File: config.mk
export PLATFORM = sky130hd
export DESIGN_NAME = cube_move_sequencer
export DESIGN_NICKNAME = d
export VERILOG_FILES = /design/src/rtl/cube_move_sequencer.sv
export SDC_FILE = /design/constraint.sdc
export NUM_CORES = 1
export LEC_CHECK = 0
export BUFFER_PORTS_ARGS = -buffer_cell sky130_fd_sc_hd__buf_2
export CAP_MARGIN = 5
export CORE_MARGIN = 1.5
export CORE_UTILIZATION = 58
export CTS_BUF_LIST = sky130_fd_sc_hd__clkbuf_8
export DETAILED_ROUTE_END_ITERATION = 8
export PLACE_DENSITY = 0.78
export SLEW_MARGIN = 5
export SYNTH_ARGS = -nofsm -noshare
export SYNTH_HDL_FRONTEND = slang
export SYNTH_SLANG_ARGS = --single-unit
File: constraint.sdc
create_clock -name clk -period 3.5 [get_ports clk]
set_clock_uncertainty 0.15 [all_clocks]
set_input_delay 0.7 -clock clk [delete_from_list [all_inputs] [get_ports clk]]
set_output_delay 0.7 -clock clk [all_outputs]
set_load 0.02 [all_outputs]
File: src/rtl/cube_move_sequencer.sv
// Move scheduler for the 2x2 cube controller: pending FIFO, undo history,
// LFSR scrambles, one move per strobe with a fixed settle gap.
module cube_move_sequencer #(
   parameter int         QDEPTH  = 8,
   parameter int         HDEPTH  = 16,
   parameter int         GAP     = 4,
   parameter int         SCR_LEN = 20,
   parameter logic [7:0] SEED    = 8'hA5
) (
   input  logic       clk,
   input  logic       rst,
   input  logic       active,
   input  logic [3:0] cmd_in,
   input  logic       cmd_valid,
   input  logic       undo,
   input  logic       scramble_start,
   output logic [3:0] command,
   output logic       ischanged,
   output logic       busy,
   output logic       drop,
   output logic [4:0] hist_count
);

   localparam int QW = $clog2(QDEPTH);
   localparam int HW = $clog2(HDEPTH);
   localparam int WW = $clog2(GAP + 1);
   localparam logic [QW:0] QFULL = QDEPTH[QW:0];
   localparam logic [4:0]  HFULL = 5'(HDEPTH);

   typedef enum logic [1:0] {
      S_IDLE,
      S_ISSUE,
      S_WAIT
   } state_t;

   state_t        r_state;
   logic [3:0]    r_fifo [QDEPTH];
   logic [QW:0]   r_wp;
   logic [QW:0]   r_rp;
   logic [3:0]    r_hist [HDEPTH];
   logic [HW-1:0] r_hp;
   logic          r_uflag;
   logic [7:0]    r_scr;
   logic [7:0]    r_lfsr;
   logic [WW-1:0] r_wcnt;

   logic [QW:0]   w_qcnt;
   logic          w_empty;
   logic          w_full;
   logic          w_push;
   logic          w_go;
   logic          w_sel_undo;
   logic          w_sel_fifo;
   logic          w_sel_scr;
   logic          w_issue;
   logic [HW-1:0] w_hp_dec;
   logic [3:0]    w_cand;
   logic [3:0]    w_scr_code;
   logic [3:0]    w_code;
   logic          w_fb;

   assign w_qcnt   = r_wp - r_rp;
   assign w_empty  = (w_qcnt == '0);
   assign w_full   = (w_qcnt == QFULL);
   assign w_push   = cmd_valid && (cmd_in <= 4'd13) && !w_full;
   assign w_go     = (r_state == S_IDLE) && active;
   assign w_sel_undo = w_go && r_uflag;
   assign w_sel_fifo = w_go && !r_uflag && !w_empty;
   assign w_sel_scr  = w_go && !r_uflag && w_empty
                       && (r_scr != 8'd0);
   assign w_hp_dec = r_hp - HW'(1);
   assign w_fb     = r_lfsr[7] ^ r_lfsr[5]
                     ^ r_lfsr[4] ^ r_lfsr[3];

   // Never follow a move with its own inverse: swap to the other face.
   assign w_cand     = {1'b0, r_lfsr[2:0]};
   assign w_scr_code = (w_cand == (command ^ 4'h1))
                       ? (w_cand ^ 4'h2) : w_cand;

   assign busy = (r_state != S_IDLE) || !w_empty
                 || r_uflag || (r_scr != 8'd0);

   always_comb begin
      w_code  = 4'h0;
      w_issue = 1'b0;
      unique case (1'b1)
         w_sel_undo: begin
            w_code  = r_hist[w_hp_dec] ^ 4'h1;
            w_issue = (hist_count != 5'd0);
         end
         w_sel_fifo: begin
            w_code  = r_fifo[r_rp[QW-1:0]];
            w_issue = 1'b1;
         end
         w_sel_scr: begin
            w_code  = w_scr_code;
            w_issue = 1'b1;
         end
         default: ;
      endcase
   end

   always_ff @(posedge clk) begin
      if (w_push)
         r_fifo[r_wp[QW-1:0]] <= cmd_in;
      if (w_issue && !w_sel_undo)
         r_hist[r_hp] <= w_code;
   end

   always_ff @(posedge clk or posedge rst) begin
      if (rst) begin
         r_wp <= '0;
         drop <= 1'b0;
      end else begin
         drop <= cmd_valid && !w_push;
         if (w_push)
            r_wp <= r_wp + 1'b1;
      end
   end

   always_ff @(posedge clk or posedge rst) begin
      if (rst) begin
         r_state    <= S_IDLE;
         r_rp       <= '0;
         r_hp       <= '0;
         hist_count <= 5'd0;
         r_uflag    <= 1'b0;
         r_scr      <= 8'd0;
         r_lfsr     <= SEED;
         r_wcnt     <= '0;
         command    <= 4'hF;
         ischanged  <= 1'b0;
      end else begin
         ischanged <= 1'b0;
         if (w_sel_undo)
            r_uflag <= 1'b0;
         else if (undo)
            r_uflag <= 1'b1;
         if (w_sel_scr) begin
            r_scr  <= r_scr - 8'd1;
            r_lfsr <= {r_lfsr[6:0], w_fb};
         end else if (scramble_start && r_scr == 8'd0) begin
            r_scr <= 8'(SCR_LEN);
         end
         if (w_sel_fifo)
            r_rp <= r_rp + 1'b1;
         // Circular history: a full push overwrites the oldest slot.
         if (w_issue && w_sel_undo) begin
            r_hp       <= w_hp_dec;
            hist_count <= hist_count - 5'd1;
         end else if (w_issue) begin
            r_hp <= r_hp + HW'(1);
            if (hist_count != HFULL)
               hist_count <= hist_count + 5'd1;
         end
         unique case (r_state)
            S_IDLE: begin
               if (w_issue) begin
                  command   <= w_code;
                  ischanged <= 1'b1;
                  r_state   <= S_ISSUE;
               end
            end
            S_ISSUE: begin
               r_wcnt  <= '0;
               r_state <= S_WAIT;
            end
            S_WAIT: begin
               if (r_wcnt == WW'(GAP - 1))
                  r_state <= S_IDLE;
               else
                  r_wcnt <= r_wcnt + WW'(1);
            end
            default: r_state <= S_IDLE;
         endcase
      end
   end

endmodule

Yosys cells after proc, flatten, opt, wreduce, memory -nomap -nowiden
Memories as Yosys holds them, arrays and structs flattened. Index checks and enable logic that the tools add are counted.

Bitwise logic cells: 6. Order comparisons: 1. Multiplexer cells: 23. Add/subtract/negate cells: 9. Div/mod/pow operators: 0. Reductions and logical operators: 36. Eq/ne operators: 9. Shift operators: 0. $mul: 0.

Operators with widths (number): $mux W8 (2); $mux W5 (3); $add A4 B1 Y4 const B (3); $logic_and A1 B1 Y1 (12); $pmux W4 S3 (1); $reduce_bool A2 Y1 (6); $logic_not A8 Y1 (1); $mux W1 (8); $mux W4 (2); $reduce_and A2 Y1 (4); $reduce_bool A8 Y1 (1); $sub A8 B1 Y8 const B (1); $mux W2 (3); $ne A2 B2 Y1 const B (3); $pmux W2 S3 (1); $pmux W3 S2 (1); $add A5 B1 Y5 const B (1); $logic_not A1 Y1 (5); $ne A5 B5 Y1 const B (1); $reduce_bool A5 Y1 (1); $sub A5 B1 Y5 const B (1); $eq A3 B4 Y1 (1); $eq A4 B4 Y1 const B (1); $le A4 B4 Y1 const B (1); other kinds (14) (20).

Word-level logic and storage cells: 98. Output and inout bits: 12. ROM bits: 0. Bits in writable memories: 96. Memories kept: 2. Bits of input ports: 10. Latch bits: 0. Register bits: 45.

Memories: r_hist (depth 16, width 4, rd ports 1, clocked after Yosys merged registers in 0, write ports 1, RTL line 40) `logic [3:0] r_hist [HDEPTH];`; r_fifo (depth 8, width 4, rd ports 1, clocked after Yosys merged registers in 0, write ports 1, RTL line 37) `logic [3:0] r_fifo [QDEPTH];`.

Logic depth before layout (Yosys ltp)
Depth in word-level cells: 10. Gate-level depth with buffers: 13. Depth with buffers taken out: 9.

Worst setup path after synthesis
No wires, ideal clock.

Kind: register to register. Start point: reg r_hp[0]. End point: reg command[3]. Path buffers: 5. Required time: 3.268 ns. Data arrival time: 3.302 ns. Setup time: 0.082 ns. Path slack: -0.034 ns. Clock period less this slack: 3.534 ns. Cell stages (with the launch flop): 12. Path through: dfrtp_1 > buf_6 > buf_6 > buf_2 > buf_2 > inv_1 > ha_1 > clkbuf_1 > mux4_2 > mux4_2 > a22o_1 > mux2_4.

Longest elaborated chain between the ends: 3.

RTL lines: start, declared (RTL line 41) `logic [HW-1:0] r_hp;`; start signal, assigned (RTL line 149) `r_hp <= w_hp_dec;`; start signal, assigned (RTL line 152) `r_hp <= r_hp + HW'(1);`; $sub A4 B1 Y4 (RTL line 71) `assign w_hp_dec = r_hp - HW'(1);`; $mem_v2 Z16 W4; $pmux W4 S3 (RTL line 86) `unique case (1'b1)`; via w_code[3] (RTL line 59) `logic [3:0] w_code;`; end signal, assigned (RTL line 159) `command <= w_code;`; end, declared (RTL line 17) `output logic [3:0] command,`.

The timed path passes the listed nets, and every way through them passes these cells. A chain may end at the register's enable or synchronous reset.

Final worst setup path
Start point: reg r_rp[2]. End point: out busy.

Longest elaborated chain between the ends: 6.

RTL lines: start, declared (RTL line 39) `logic [QW:0] r_rp;`; start signal, assigned (RTL line 146) `r_rp <= r_rp + 1'b1;`; $sub A4 B4 Y4 (RTL line 62) `assign w_qcnt = r_wp - r_rp;`; $logic_not A4 Y1 (RTL line 63) `assign w_empty = (w_qcnt == '0);`; $logic_not A1 Y1 (RTL line 80) `assign busy = (r_state != S_IDLE) || !w_empty`; $logic_or A1 B1 Y1 (RTL line 80); $logic_or A1 B1 Y1 (2 in a row) (RTL line 81) `|| r_uflag || (r_scr != 8'd0);`; end, declared (RTL line 19) `output logic busy,`.

No other way between the ends.

==> results.json <==
{
  "synth.area.mux_share_pct": 9.887,
  "crit_required_ns": 2.65,
  "p_int_w": 0.003827,
  "cp-endpoint": "busy",
  "syn_nets": 487,
  "min_period_ns": 3.304,
  "rows": 37,
  "grt_pass1_wl_um": 19980,
  "power.density_mw_per_mm2": 890.2,
  "cts_tree": "yes",
  "yosys.area.top_type": "edfxtp_1",
  "hold_slack_ns": 0.2954,
  "synth_top_family_by_area": "simple AND/OR/NAND/NOR gates",
  "netlist_area_mm2": 0.006315,
  "synth_area_per_cell_um2": 13.67,
  "cp_data_arrival_time_ns": 2.45,
  "worstSetupPathType": "reg -> out",
  "ys_seq_elements": 141,
  "rsz0062_at_grt": "false",
  "regToRegSetupSlack_ns": 0.38,
  "rr_startpoint": "r_rp[2]$_DFFE_PP0P_",
  "fin_setup_tns_ns": 0,
  "seqCellArea_mm2": 0.004020,
  "synth_xor_area_share_pct": 4.022,
  "drt_drc_violations_left": 0,
  "layout.nets": 521,
  "hold_class": "in -> async",
  "syn_inst": 462,
  "synth_top_area_share_pct": 45.65,
  "grt_antenna_before_repair": 0,
  "path_clk_slew_ns": 0.09,
  "status": "finished clean",
  "cts_made_buffers": 17,
  "nFillCells": 758,
  "clock_path_buffers": 2,
  "crit_fanout": 10,
  "clk_latency_ns": 0.46,
  "yosys.area_share.simple_pct": 11.93,
  "die_x_um": 107.3,
  "post_cts_buffers": 0,
  "via_per_inst": 5.856,
  "cts.repair.resized": 0,
  "critPathSlowestCell": "dfrtp_1",
  "switchingPower_w": 0.002384,
  "wl_per_cell_um": 19.22,
  "synthAdderAreaFrac_pct": 2.972,
  "peakVddDrop_mv": 0.6929,
  "ys_top_cells_by_area": "edfxtp_1 (46%), dfrtp_1 (15%), mux4_2 (4.6%), mux2i_1 (4.1%), dfstp_2 (3.3%)",
  "switching_share_pct": 38.39,
  "final_antenna_net_count": 0,
  "synth_compound_area_share_pct": 5.370,
  "initial_core_util_pct": 60.36,
  "setup_viol": 0,
  "yosysUniqueCellTypes": 49,
  "grtUsageTotal_pct": 24.03,
  "p_comb_share_pct": 38.3,
  "multiInputGateArea_mm2": 0.002158,
  "drt_wl_total_um": 12400,
  "grt-ovfl-total": 0,
  "worstMarginPinSlew_ns": 0.9407,
  "dr.pass1.iters": 4,
  "reg2regPathDepth": 8,
  "period_share_pct": 94.39,
  "drt_iter0_drc": 342,
  "dieArea_mm2": 0.01152,
  "crit_start": "r_rp[2]$_DFFE_PP0P_",
  "maxCapViolCount": 0,
  "area_growth_pct": 10.48,
  "async_flop_share_pct": 31.91,
  "vias": 3777,
  "antennaDiodeCount": 0,
  "grt_pass1_vias": 3863,
  "hpwl_um": 8618,
  "cts-htree-levels": 4,
  "synthFlopType": "edfxtp_1",
  "cp-start-kind": "register",
  "p_leak_nw": 2.781,
  "crit_chain": "inv_1 -> ha_1 -> a21oi_1 -> and3_1 -> or2_1 -> nand4_1 -> buf_2",
  "r2r-end": "command[1]$_DFFE_PP1P_",
  "power_frac_seq_pct": 40.9,
  "synth-edff-count": 96,
  "slew_violations": 0,
  "slowest_delay_ns": 0.46,
  "ios": 22,
  "grt_start_max_net_pins": 46,
  "finalHoldViolCount": 0,
  "clock-sinks": 141,
  "cts_root_buf": "clkbuf_8",
  "power_frac_clock_pct": 20.8,
  "cts_hold_buf": 0,
  "slew_headroom_pct": 37.20,
  "yosysSeqAreaShare_pct": 63.64,
  "cp-end-kind": "output pin",
  "finalWeightedCongestion": 0.9572,
  "fmax_ghz": 0.3027,
  "drive_above_1_share_pct": 18.27,
  "ys_warn_count": 0,
  "io_buffers": 21,
  "die_h_um": 107.3,
  "fp.coreArea_mm2": 0.01046
}
-- cell usage after synthesis, types with 2 or more instances --
cell,number
edfxtp_1,96
nand2_1,51
dfrtp_1,37
mux2i_1,26
nor2_1,22
and3_1,19
xor2_1,17
a21oi_1,15
ha_1,15
inv_1,15
nand3_1,14
mux4_2,13
o21ai_0,12
xnor2_1,12
nand4_1,11
a22oi_1,8
clkbuf_1,8
dfstp_2,8
nor3_1,8
buf_2,5
and2_1,4
nand2b_1,4
nor2b_1,4
nor4_1,4
mux2_1,3
or3_1,3
a221oi_1,2
buf_6,2
mux2_2,2
nor3_2,2
o22ai_1,2
-- how the worst min path moves through the flow --
stage | endpoint | slack [ns] | cells past startpoint
2_1_floorplan | r_scr[6]$_DFFE_PP0P_ | 0.28 | 1
3_3_place_gp | r_scr[7]$_DFFE_PP0P_ | 0.30 | 1
3_5_place_dp | r_scr[6]$_DFFE_PP0P_ | 0.30 | 1
4_1_cts | r_uflag$_DFFE_PP0P_ | 0.27 | 3
5_1_grt | r_uflag$_DFFE_PP0P_ | 0.30 | 3
6_report | r_scr[6]$_DFFE_PP0P_ | 0.30 | 2
-- routing by layer --
layer / up-vias / global-route usage, % / wire [um]
met1: 1822 / 31.12 / 5253
met4: 0 / 10.06 / 278
met3: 24 / 7.203 / 779
met5: - / 0 / 0
met2: 136 / 38.03 / 6088
li1: 1795 / - / -
-- stage by stage --
step	worst slack, ns	cells	total power [W]	area [um2]	utilization (%)
floorplan	0.09442	462	0.004277	6316	-
global placement	0.5802	613	0.004814	6581	62.90
detailed placement	0.4214	613	0.004924	6581	62.90
CTS	0.1689	645	0.006231	6977	66.68
global route	0.03128	645	0.006574	6977	66.68
finish	0.1962	645	0.006210	6977	66.68
-- layout by cell type, fill, tap and decap left out, types with 5 or more instances in the layout --
| master | Yosys | final |
|---|---|---|
| edfxtp_1 | 96 | 96 |
| nand2_1 | 51 | 51 |
| dfrtp_1 | 37 | 36 |
| mux2i_1 | 26 | 26 |
| nor2_1 | 22 | 22 |
| buf_2 | 5 | 21 |
| and3_1 | 19 | 19 |
| xor2_1 | 17 | 17 |
| clkbuf_8 | 0 | 17 |
| a21oi_1 | 15 | 15 |
| ha_1 | 15 | 15 |
| nand3_1 | 14 | 14 |
| inv_1 | 15 | 14 |
| mux4_2 | 13 | 13 |
| xnor2_1 | 12 | 12 |
| o21ai_0 | 12 | 12 |
| nand4_1 | 11 | 11 |
| buf_4 | 0 | 9 |
| nor3_1 | 8 | 8 |
| a22oi_1 | 8 | 8 |
| dfstp_2 | 8 | 8 |
| inv_6 | 0 | 5 |
-- kinds of logic (layout without fill, tap and decap cells) --
group | after synthesis | in the layout
XOR/XNOR | 29 | 29
AO/OA/AOI/OAI | 50 | 50
flip-flops | 141 | 141
adder cells (fa/ha/maj) | 15 | 15
buffers and inverters | 31 | 78
multiplexers | 45 | 45
AND/OR/NAND/NOR | 151 | 151
-- flip-flops by register name, indices dropped and copies added (netlist names) --
name,cells
r_scr,8
r_wp,4
r_hist,64
r_hp,4
drop,1
r_rp,4
r_lfsr,8
r_fifo,32
r_uflag,1
ischanged,1
hist_count,5
r_state,2
command,4
r_wcnt,3
-- final cells by class --
cell class,instances,area share [%]
multi-input cells,290,30.94
inverters,16,0.8608
clock inverters,15,2.313
clock buffers,17,3.354
repair buffers,30,2.475
well taps,136,2.439
flip-flops and latches,141,57.62
-- worst max-delay path, delay by kind of cell, from the launching register on --
family          cells  cell delay, ns
flops               1            0.46
buf+inv             2            0.33
compound gates      1            0.19
simple gates        3            0.66
fa+ha+maj           1            0.35
-- power by group through the flow --
stage / Sequential [W] / Combinational [W] / Clock, W
final: 0.00254 / 0.00238 / 0.00129
after detailed placement: 0.00257 / 0.00235 / 0
after CTS: 0.00254 / 0.00237 / 0.00132
after floorplan: 0.00254 / 0.00174 / 0
after global placement: 0.00256 / 0.00226 / 0
after global routing: 0.00258 / 0.00261 / 0.00138
No activity file was read; power rests on OpenSTA's default activity.
